`config.mk`:
```
export PLATFORM = sky130hd
export DESIGN_NAME = skid_buffer
export DESIGN_NICKNAME = d
export VERILOG_FILES = /design/src/rtl/skid_buffer_pkg.sv /design/src/rtl/register_en_async_rst.sv /design/src/rtl/skid_buffer.sv
export SDC_FILE = /design/constraint.sdc
export NUM_CORES = 1
export LEC_CHECK = 0
export BUFFER_PORTS_ARGS = -buffer_cell sky130_fd_sc_hd__buf_2
export CAP_MARGIN = 25
export CELL_PAD_IN_SITES_DETAIL_PLACEMENT = 0
export CELL_PAD_IN_SITES_GLOBAL_PLACEMENT = 2
export CORE_MARGIN = 2
export CORE_UTILIZATION = 36
export CTS_BUF_LIST = sky130_fd_sc_hd__clkbuf_8
export DETAILED_ROUTE_END_ITERATION = 16
export PLACE_DENSITY_LB_ADDON = 0.1
export SLEW_MARGIN = 5
export SYNTH_ARGS = -nofsm -noshare
export SYNTH_HDL_FRONTEND = slang
export SYNTH_SLANG_ARGS = --single-unit
```
`constraint.sdc`:
```
create_clock -name clk -period 2.41 [get_ports clk]
set_clock_uncertainty 0.1 [all_clocks]
set_input_delay 0.241 -clock clk [delete_from_list [all_inputs] [get_ports clk]]
set_output_delay 0.241 -clock clk [all_outputs]
set_load 0.02 [all_outputs]
```
`src/rtl/skid_buffer_pkg.sv`:
```
// Shared types and constants for the skid_buffer stage.
// Holds the FSM state encoding and the stall counter sizing helpers.
package skid_buffer_pkg;

    typedef enum logic [1:0] {
        EMPTY = 2'd0,
        BUSY  = 2'd1,
        FULL  = 2'd2
    } skid_state_t;

    localparam int STALL_CNT_W_DEF = 16;

    // Wide all-ones constant; the top slices it down to its counter width.
    localparam logic [63:0] STALL_CNT_ALL_ONES = '1;

endpackage

```
`src/rtl/register_en_async_rst.sv`:
```
// Enable-gated data register with asynchronous active-high clear.
// Latency one cycle; no backpressure, loads whenever en_i is high.
module register_en_async_rst #(
    parameter int WIDTH = 32
) (
    input  logic             clk,
    input  logic             rst,
    input  logic             en_i,
    input  logic [WIDTH-1:0] d_i,
    output logic [WIDTH-1:0] q_o
);

    always_ff @(posedge clk or posedge rst) begin
        if (rst) begin
            q_o <= '0;
        end else if (en_i) begin
            q_o <= d_i;
        end
    end

endmodule

```
`src/rtl/skid_buffer.sv`:
```
// Two-entry registered valid/ready stage (main + skid slot), strict FIFO order.
// Latency 1 cycle; in_ready is registered and drops only when the skid slot fills.
// Optional saturating stall counter enabled by macro SKID_BUFFER_STALL_CNT_EN.
module skid_buffer
    import skid_buffer_pkg::*;
#(
    parameter int WIDTH           = 32,
    parameter int STALL_CNT_WIDTH = STALL_CNT_W_DEF
) (
    input  logic                       clk,
    input  logic                       rst,
    input  logic                       in_valid,
    output logic                       in_ready,
    input  logic [WIDTH-1:0]           in_data,
    output logic                       out_valid,
    input  logic                       out_ready,
    output logic [WIDTH-1:0]           out_data,
    output logic [STALL_CNT_WIDTH-1:0] stall_count
);

    skid_state_t      state_q;
    skid_state_t      state_d;
    logic             in_ready_q;
    logic             in_ready_d;
    logic             out_valid_q;
    logic             out_valid_d;
    logic             in_fire;
    logic             out_fire;
    logic             main_en;
    logic             main_from_skid;
    logic             skid_en;
    logic [WIDTH-1:0] main_d;
    logic [WIDTH-1:0] skid_q;

    assign in_fire  = in_valid && in_ready_q;
    assign out_fire = out_valid_q && out_ready;

    always_ff @(posedge clk or posedge rst) begin
        if (rst) begin
            state_q     <= EMPTY;
            in_ready_q  <= 1'b1;
            out_valid_q <= 1'b0;
        end else begin
            state_q     <= state_d;
            in_ready_q  <= in_ready_d;
            out_valid_q <= out_valid_d;
        end
    end

    always_comb begin
        state_d = state_q;
        case (state_q)
            EMPTY: begin
                if (in_fire) state_d = BUSY;
            end
            BUSY: begin
                if (in_fire && !out_fire)      state_d = FULL;
                else if (!in_fire && out_fire) state_d = EMPTY;
            end
            FULL: begin
                if (out_fire) state_d = BUSY;
            end
            default: state_d = EMPTY;
        endcase
    end

    // Handshake flags are decoded from the next state so they leave flops directly.
    always_comb begin
        out_valid_d    = (state_d != EMPTY);
        in_ready_d     = (state_d != FULL);
        main_en        = 1'b0;
        main_from_skid = 1'b0;
        skid_en        = 1'b0;
        case (state_q)
            EMPTY: main_en = in_fire;
            BUSY: begin
                main_en = in_fire && out_fire;
                skid_en = in_fire && !out_fire;
            end
            FULL: begin
                main_en        = out_fire;
                main_from_skid = 1'b1;
            end
            default: ;
        endcase
    end

    assign main_d = main_from_skid ? skid_q : in_data;

    register_en_async_rst #(.WIDTH(WIDTH)) u_main_slot (
        .clk  (clk),
        .rst  (rst),
        .en_i (main_en),
        .d_i  (main_d),
        .q_o  (out_data)
    );

    register_en_async_rst #(.WIDTH(WIDTH)) u_skid_slot (
        .clk  (clk),
        .rst  (rst),
        .en_i (skid_en),
        .d_i  (in_data),
        .q_o  (skid_q)
    );

    assign in_ready  = in_ready_q;
    assign out_valid = out_valid_q;

`ifdef SKID_BUFFER_STALL_CNT_EN
    localparam logic [STALL_CNT_WIDTH-1:0] STALL_CNT_MAX =
        STALL_CNT_ALL_ONES[STALL_CNT_WIDTH-1:0];

    logic [STALL_CNT_WIDTH-1:0] stall_cnt_q;
    logic [STALL_CNT_WIDTH-1:0] stall_cnt_d;

    always_comb begin
        stall_cnt_d = stall_cnt_q;
        if (out_valid_q && !out_ready && (stall_cnt_q != STALL_CNT_MAX)) begin
            stall_cnt_d = stall_cnt_q + 1'b1;
        end
    end

    always_ff @(posedge clk or posedge rst) begin
        if (rst) begin
            stall_cnt_q <= '0;
        end else begin
            stall_cnt_q <= stall_cnt_d;
        end
    end

    assign stall_count = stall_cnt_q;
`else
    assign stall_count = '0;
`endif

endmodule

```
==> results.toml, run 1 <==
[run_status]
status = "complete, no violations"

[worst_setup_path]
r2r_slack_ns = 0.53
path_class = "register to register"
cp-start-kind = "register"
critPathMaxFanout = 19
end_kind = "register"
required_ns = 2.52
cp.arrival_ns = 2.00

[logic_synthesis]
synth_area_leaders = "dfrtp_1 (54%), mux2_2 (34%), buf_4 (4.8%)"
syn_inst = 206
ys.flop_type = "dfrtp_1"
ys_types = 20
syn_avg_cell_area_um2 = 15.0
yosysWarnings = 0
syn_area_mm2 = 0.00310
synth_largest_area_cell = "dfrtp_1"
yosysTopAreaCellShare = 0.541
synth-edff-count = 0
yosysSeqAreaShare = 0.549
ys_seq_elements = 68
async_flop_share = 1.00

[final_layout]
final_util = 0.450
final_cell_mix = "mux2_2 (93), buf_2 (69), dfrtp_1 (67)"
diodes = 0
layout-drive-gt1-share = 0.663
layoutNonFillerInstCount = 393
area_growth_syn_to_layout_pct = 20.4
final_common_cell = "mux2_2"
nets = 319

[detailed_routing]
drtIter0Drc = 32
vias_per_cell = 4.65
wl_per_cell_um = 14.7
wirelength_mm = 5.76
drc_errors = 0
postRouteAntennaNets = 0
dr.pass1.iters = 4
dr_total_vias = 1827

[cts]
clockBufferDepth = 2
insertion_delay_ns = 0.33
ctsHoldBuffers = 1
post_cts_buffers = 0
cts_tree = "yes"
clock-sinks = 68
htreeDepth = 3
ctsResizeCount = 0
clk_pin_slew_ns = 0.08
numCtsBuffers = 9
root_buffer = "clkbuf_8"

[run]
drv_cap = 0

[floorplan]
boundaryPins = 86
die_x_um = 96.8
die-area_mm2 = 0.00937
rows = 33
start_util = 0.373
die_y_um = 96.8
core_area_mm2 = 0.00830

[power_and_ir_drop]
p_total_uw = 5100
p_per_area_mw_per_mm2 = 1370
leakage_uw = 0.00170
ir_drop_mv = 0.536

[place]
hpwl_mm = 3.87
globalplace.congestion = 0.718
placedCellCount = 376
place_ws_ns = 0.518
numPortBuffers = 69

[global_routing]
track_usage = 0.130
grt_max_degree = 35
antenna_found_initial = 0
grt_overflow = 0
grt_pass1_vias = 1951
grt_pass1_wl_mm = 9.68

[sta]
setup_violations = 0
layout_min_cycle_time_ns = 1.88
rsz0062_at_grt = "false"
max_slew_margin = 0.497
tns_ns = 0
finalHoldViolations = 0
fin_crit_sh = 0.781
fin_ws_ns = 0.528
worstMarginPinSlew_ns = 0.754
drv_slew = 0
max_freq_mhz = 531

[min_path]
holdCritPathClass = "input port to register"
[state kept, by name, indices dropped and copies added, names as in the netlist]
register,cells
out_valid,1
state_q,2
u_skid_slot.q_o,32
u_main_slot.q_o,32
in_ready,1
[critical path, cell delays in order (launching register included)]
cell and delay (ns):
dfrtp_1 0.40, nand2b_2 0.36, o32ai_4 0.20, buf_4 0.33
mux2_2 0.37
[cell families (layout without fill, tap and decap cells)]
group,after synthesis,after routing,share of synthesized area
muxes,96,96,0.349
DFF,68,68,0.549
buffers and inverters,27,94,0.0654
and+or+nand+nor,7,7,0.0117
AOI/OAI and AO/OA,6,6,0.0206
other,1,16,0.00121
xor gates and xnor gates,1,1,0.00283
[cells in the mapped netlist (3+ instances only)]
library cell  instances
dfrtp_1              67
nand2_1               4
mux2_2               93
buf_2                 3
mux2_1                3
buf_4                20
buf_6                 3
[worst paths after layout]
| path | from | end | cells past startpoint |
|---|---|---|---|
| setup / recovery | state_q[0]$_DFF_PP0_ | u_main_slot.q_o[6]$_DFFE_PP0P_ | 4 |
| hold / removal | in_data[25] | u_skid_slot.q_o[25]$_DFFE_PP0P_ | 2 |
| setup reg to reg | state_q[0]$_DFF_PP0_ | u_main_slot.q_o[6]$_DFFE_PP0P_ | 4 |
| hold reg to reg | u_skid_slot.q_o[25]$_DFFE_PP0P_ | u_skid_slot.q_o[25]$_DFFE_PP0P_ | 1 |
| max in group asynchronous | rst | u_main_slot.q_o[30]$_DFFE_PP0P_ | 4 |
| min in group asynchronous | rst | u_skid_slot.q_o[19]$_DFFE_PP0P_ | 3 |
[layout make-up]
type                    count  area (µm²)
inverters                   1        3.75
clock buffers              10         138
fillers                   773        4570
repair buffers             77         433
flip-flops and latches     68        1700
well taps                 105         131
clock inverters             6        63.8
multi-input cells         126        1260
[per-layer routing]
layer	global-route usage	wire length, µm
met3	0.0549	373
met4	0.0325	38
met5	0	0
met2	0.213	2770
met1	0.159	2580
[through the flow]
| step | cell area [µm²] | hold slack (ns) |
|---|---|---|
| 2_1_floorplan | 3160 | 0.276 |
| 3_3_place_gp | 3520 | 0.339 |
| 3_5_place_dp | 3520 | 0.319 |
| 4_1_cts | 3730 | 0.0230 |
| 5_1_grt | 3730 | 0.0258 |
| 6_report | 3730 | 0.0407 |
[report_power, final]
part / switching, µW / internal, µW / total, µW
combinational: 1030 / 1090 / 2120
sequential: 295 / 1740 / 2040
clock: 437 / 504 / 941
Note: power is estimated with default switching activity, not from simulation.
==> run 2, diff against run 1 <==
- ABC_AREA: default -> 1
- CORE_UTILIZATION: 36 -> 28
- clock period: 2.41 -> 1.7 ns (I/O delays scaled with it)
==> results.toml, run 2 <==
[run_status]
status = "complete, no violations"

[final_layout]
top_regs = "u_main_slot.q_o x32, u_skid_slot.q_o x32, state_q x2"
area_growth_syn_to_layout_pct = 28.7
final_cell_mix = "nand2_1 (230), buf_2 (69), dfrtp_1 (67)"
multi_input_area_mm2 = 0.00133
final_util = 0.368
nFillCells = 1245
final_common_cell = "nand2_1"
layout-drive-gt1-share = 0.205
seqCellArea_mm2 = 0.00170
nets = 556
layoutNonFillerInstCount = 666
diodes = 0

[cts]
clk_pin_slew_ns = 0.07
cts_tree = "yes"
clockBufferDepth = 2
root_buffer = "clkbuf_8"
insertion_delay_ns = 0.34
htreeDepth = 3
clock-sinks = 68
numCtsBuffers = 9

[worst_setup_path]
cp.arrival_ns = 1.72
cp_common_cell = "buf_4"
crit_slowest_cell = "dfrtp_1"
critPathMaxFanout = 15
critPathMaxStageDelay_ns = 0.42
path_class = "register to register"
worstSetupPathDepth = 5
critPathBufInv = 2
reg2regPathDepth = 5
cp_cell_sequence = "buf_4, o21ai_4, buf_4, nand3_1, nand2_1"
required_ns = 1.88
cp-start-kind = "register"
end_kind = "register"
crit_family = "buffers and inverters"

[sta]
drv_slew = 0
finalHoldViolations = 0
rsz0062_at_grt = "false"
max_freq_mhz = 651
fin_crit_sh = 0.904
tns_ns = 0
setup_violations = 0
layout_min_cycle_time_ns = 1.54

[logic_synthesis]
synth_largest_area_cell = "dfrtp_1"
ys_seq_elements = 68
syn_avg_cell_area_um2 = 7.81
syn_area_mm2 = 0.00327
ys_types = 18
async_flop_share = 1.00
syn_inst = 418
yosysTopAreaCellShare = 0.513
yosysSeqAreaShare = 0.521
synth_common_cells = "nand2_1 (230), dfrtp_1 (67), nand3_1 (65)"
synth_area_leaders = "dfrtp_1 (51%), nand2_1 (26%), nand3_1 (10%)"
ys.flop_type = "dfrtp_1"
synth-edff-count = 0
yosysWarnings = 0
synth_most_common_cell = "nand2_1"

[detailed_routing]
vias_per_cell = 4.41
postRouteAntennaNets = 0
dr_total_vias = 2937
dr.pass1.iters = 4
drc_errors = 0
drtIter0Drc = 149
wirelength_mm = 9.31
wl_per_cell_um = 14.0

[power_and_ir_drop]
ir_drop_mv = 0.673
leakage_uw = 0.00237
p_per_area_mw_per_mm2 = 1800

[floorplan]
die_x_um = 112
core_area_mm2 = 0.0114
start_util = 0.286
rows = 39
die_y_um = 112
boundaryPins = 86
die-area_mm2 = 0.0125

[place]
numPortBuffers = 69
placedCellCount = 619
hpwl_mm = 5.69
globalplace.congestion = 0.721

[run]
drv_cap = 0

[min_path]
hold_depth = 4
holdCritPathClass = "input port to register"

[global_routing]
grt_pass1_vias = 2898
antenna_found_initial = 0
grt_max_degree = 69
grt_overflow = 0
track_usage = 0.154
grt_pass1_wl_mm = 15.3
run 2: cell types whose count changed after synthesis, sizes merged, moves of 2 or more:
| cell | change |
|---|---|
| nand3 | +66 |
| buf | +12 |
| inv | +5 |
| nand2 | +229 |
| clkbuf | +3 |
| mux2 | -96 |
| a21oi | -2 |
run 2: logic make-up after synthesis:
kind of cell / after synthesis / synth area share
AO/OA/AOI/OAI: 1 / 0.00268
buffers and inverters: 47 / 0.0935
flip-flops: 68 / 0.521
other: 1 / 0.00115
AND/OR/NAND/NOR: 301 / 0.381
run 2: final cells by class:
cell class,instances,share of cell area
Inverter,6,0.00744
Multi-Input combinational cell,318,0.316
Sequential cell,68,0.405
Clock buffer,10,0.0327
Clock inverter,4,0.00446
Tap cell,143,0.0426
Timing Repair Buffer,117,0.191
run 2: through the flow:
stage,total power [µW],area (µm²),setup WS (ns),hold WS [ns]
finish,7570,4200,0.163,0.0794
global route,8230,4200,0.0536,0.107
CTS,7640,4190,0.0608,0.0622
detailed placement,6370,3700,0.0790,0.216
global placement,6340,3700,0.0992,0.211
floorplan,5280,3330,0.294,0.187
run 2: worst reg2reg max path, stage by stage (launching register included):
cell	delay, ns
dfrtp_1	0.42
buf_4	0.20
o21ai_4	0.27
buf_4	0.30
nand3_1	0.12
nand2_1	0.07
run 2: repair_timing:
item | CTS | global route
hold buffers | 33 | 0
endpoints found under the hold margin | 99 | 0
gates resized for setup | 0 | 5
buffers inserted | 0 | 0
setup endpoints to repair | 0 | 46
run 2: power by group:
group | switching, µW | internal, µW | leakage (µW) | total [µW]
logic | 2420 | 1180 | 0.00143 | 3600
registers | 423 | 2380 | 0.000851 | 2800
clock network | 622 | 541 | 0.0000890 | 1160
run 2: per-layer routing:
metal  vias to the layer above  part of all wire  track usage
li1                       1474                 -            -
met1                      1375              0.50        0.224
met2                        79              0.44        0.232
met3                         9             0.042       0.0272
met4                         0             0.013       0.0537
met5                         -                 0            0
run 2: final timing paths:
kind                                                       from  slack, ns                               to
worst min register to register  u_skid_slot.q_o[30]$_DFFE_PP0P_       0.38  u_skid_slot.q_o[30]$_DFFE_PP0P_
worst max register to register             state_q[1]$_DFF_PP0_       0.16  u_main_slot.q_o[28]$_DFFE_PP0P_
min in group asynchronous                                   rst       0.37   u_skid_slot.q_o[6]$_DFFE_PP0P_
max in group asynchronous                                   rst       0.81               in_ready$_DFF_PP1_
worst max-delay path                       state_q[1]$_DFF_PP0_       0.16  u_main_slot.q_o[28]$_DFFE_PP0P_
worst min-delay path                                   in_valid       0.08             state_q[0]$_DFF_PP0_
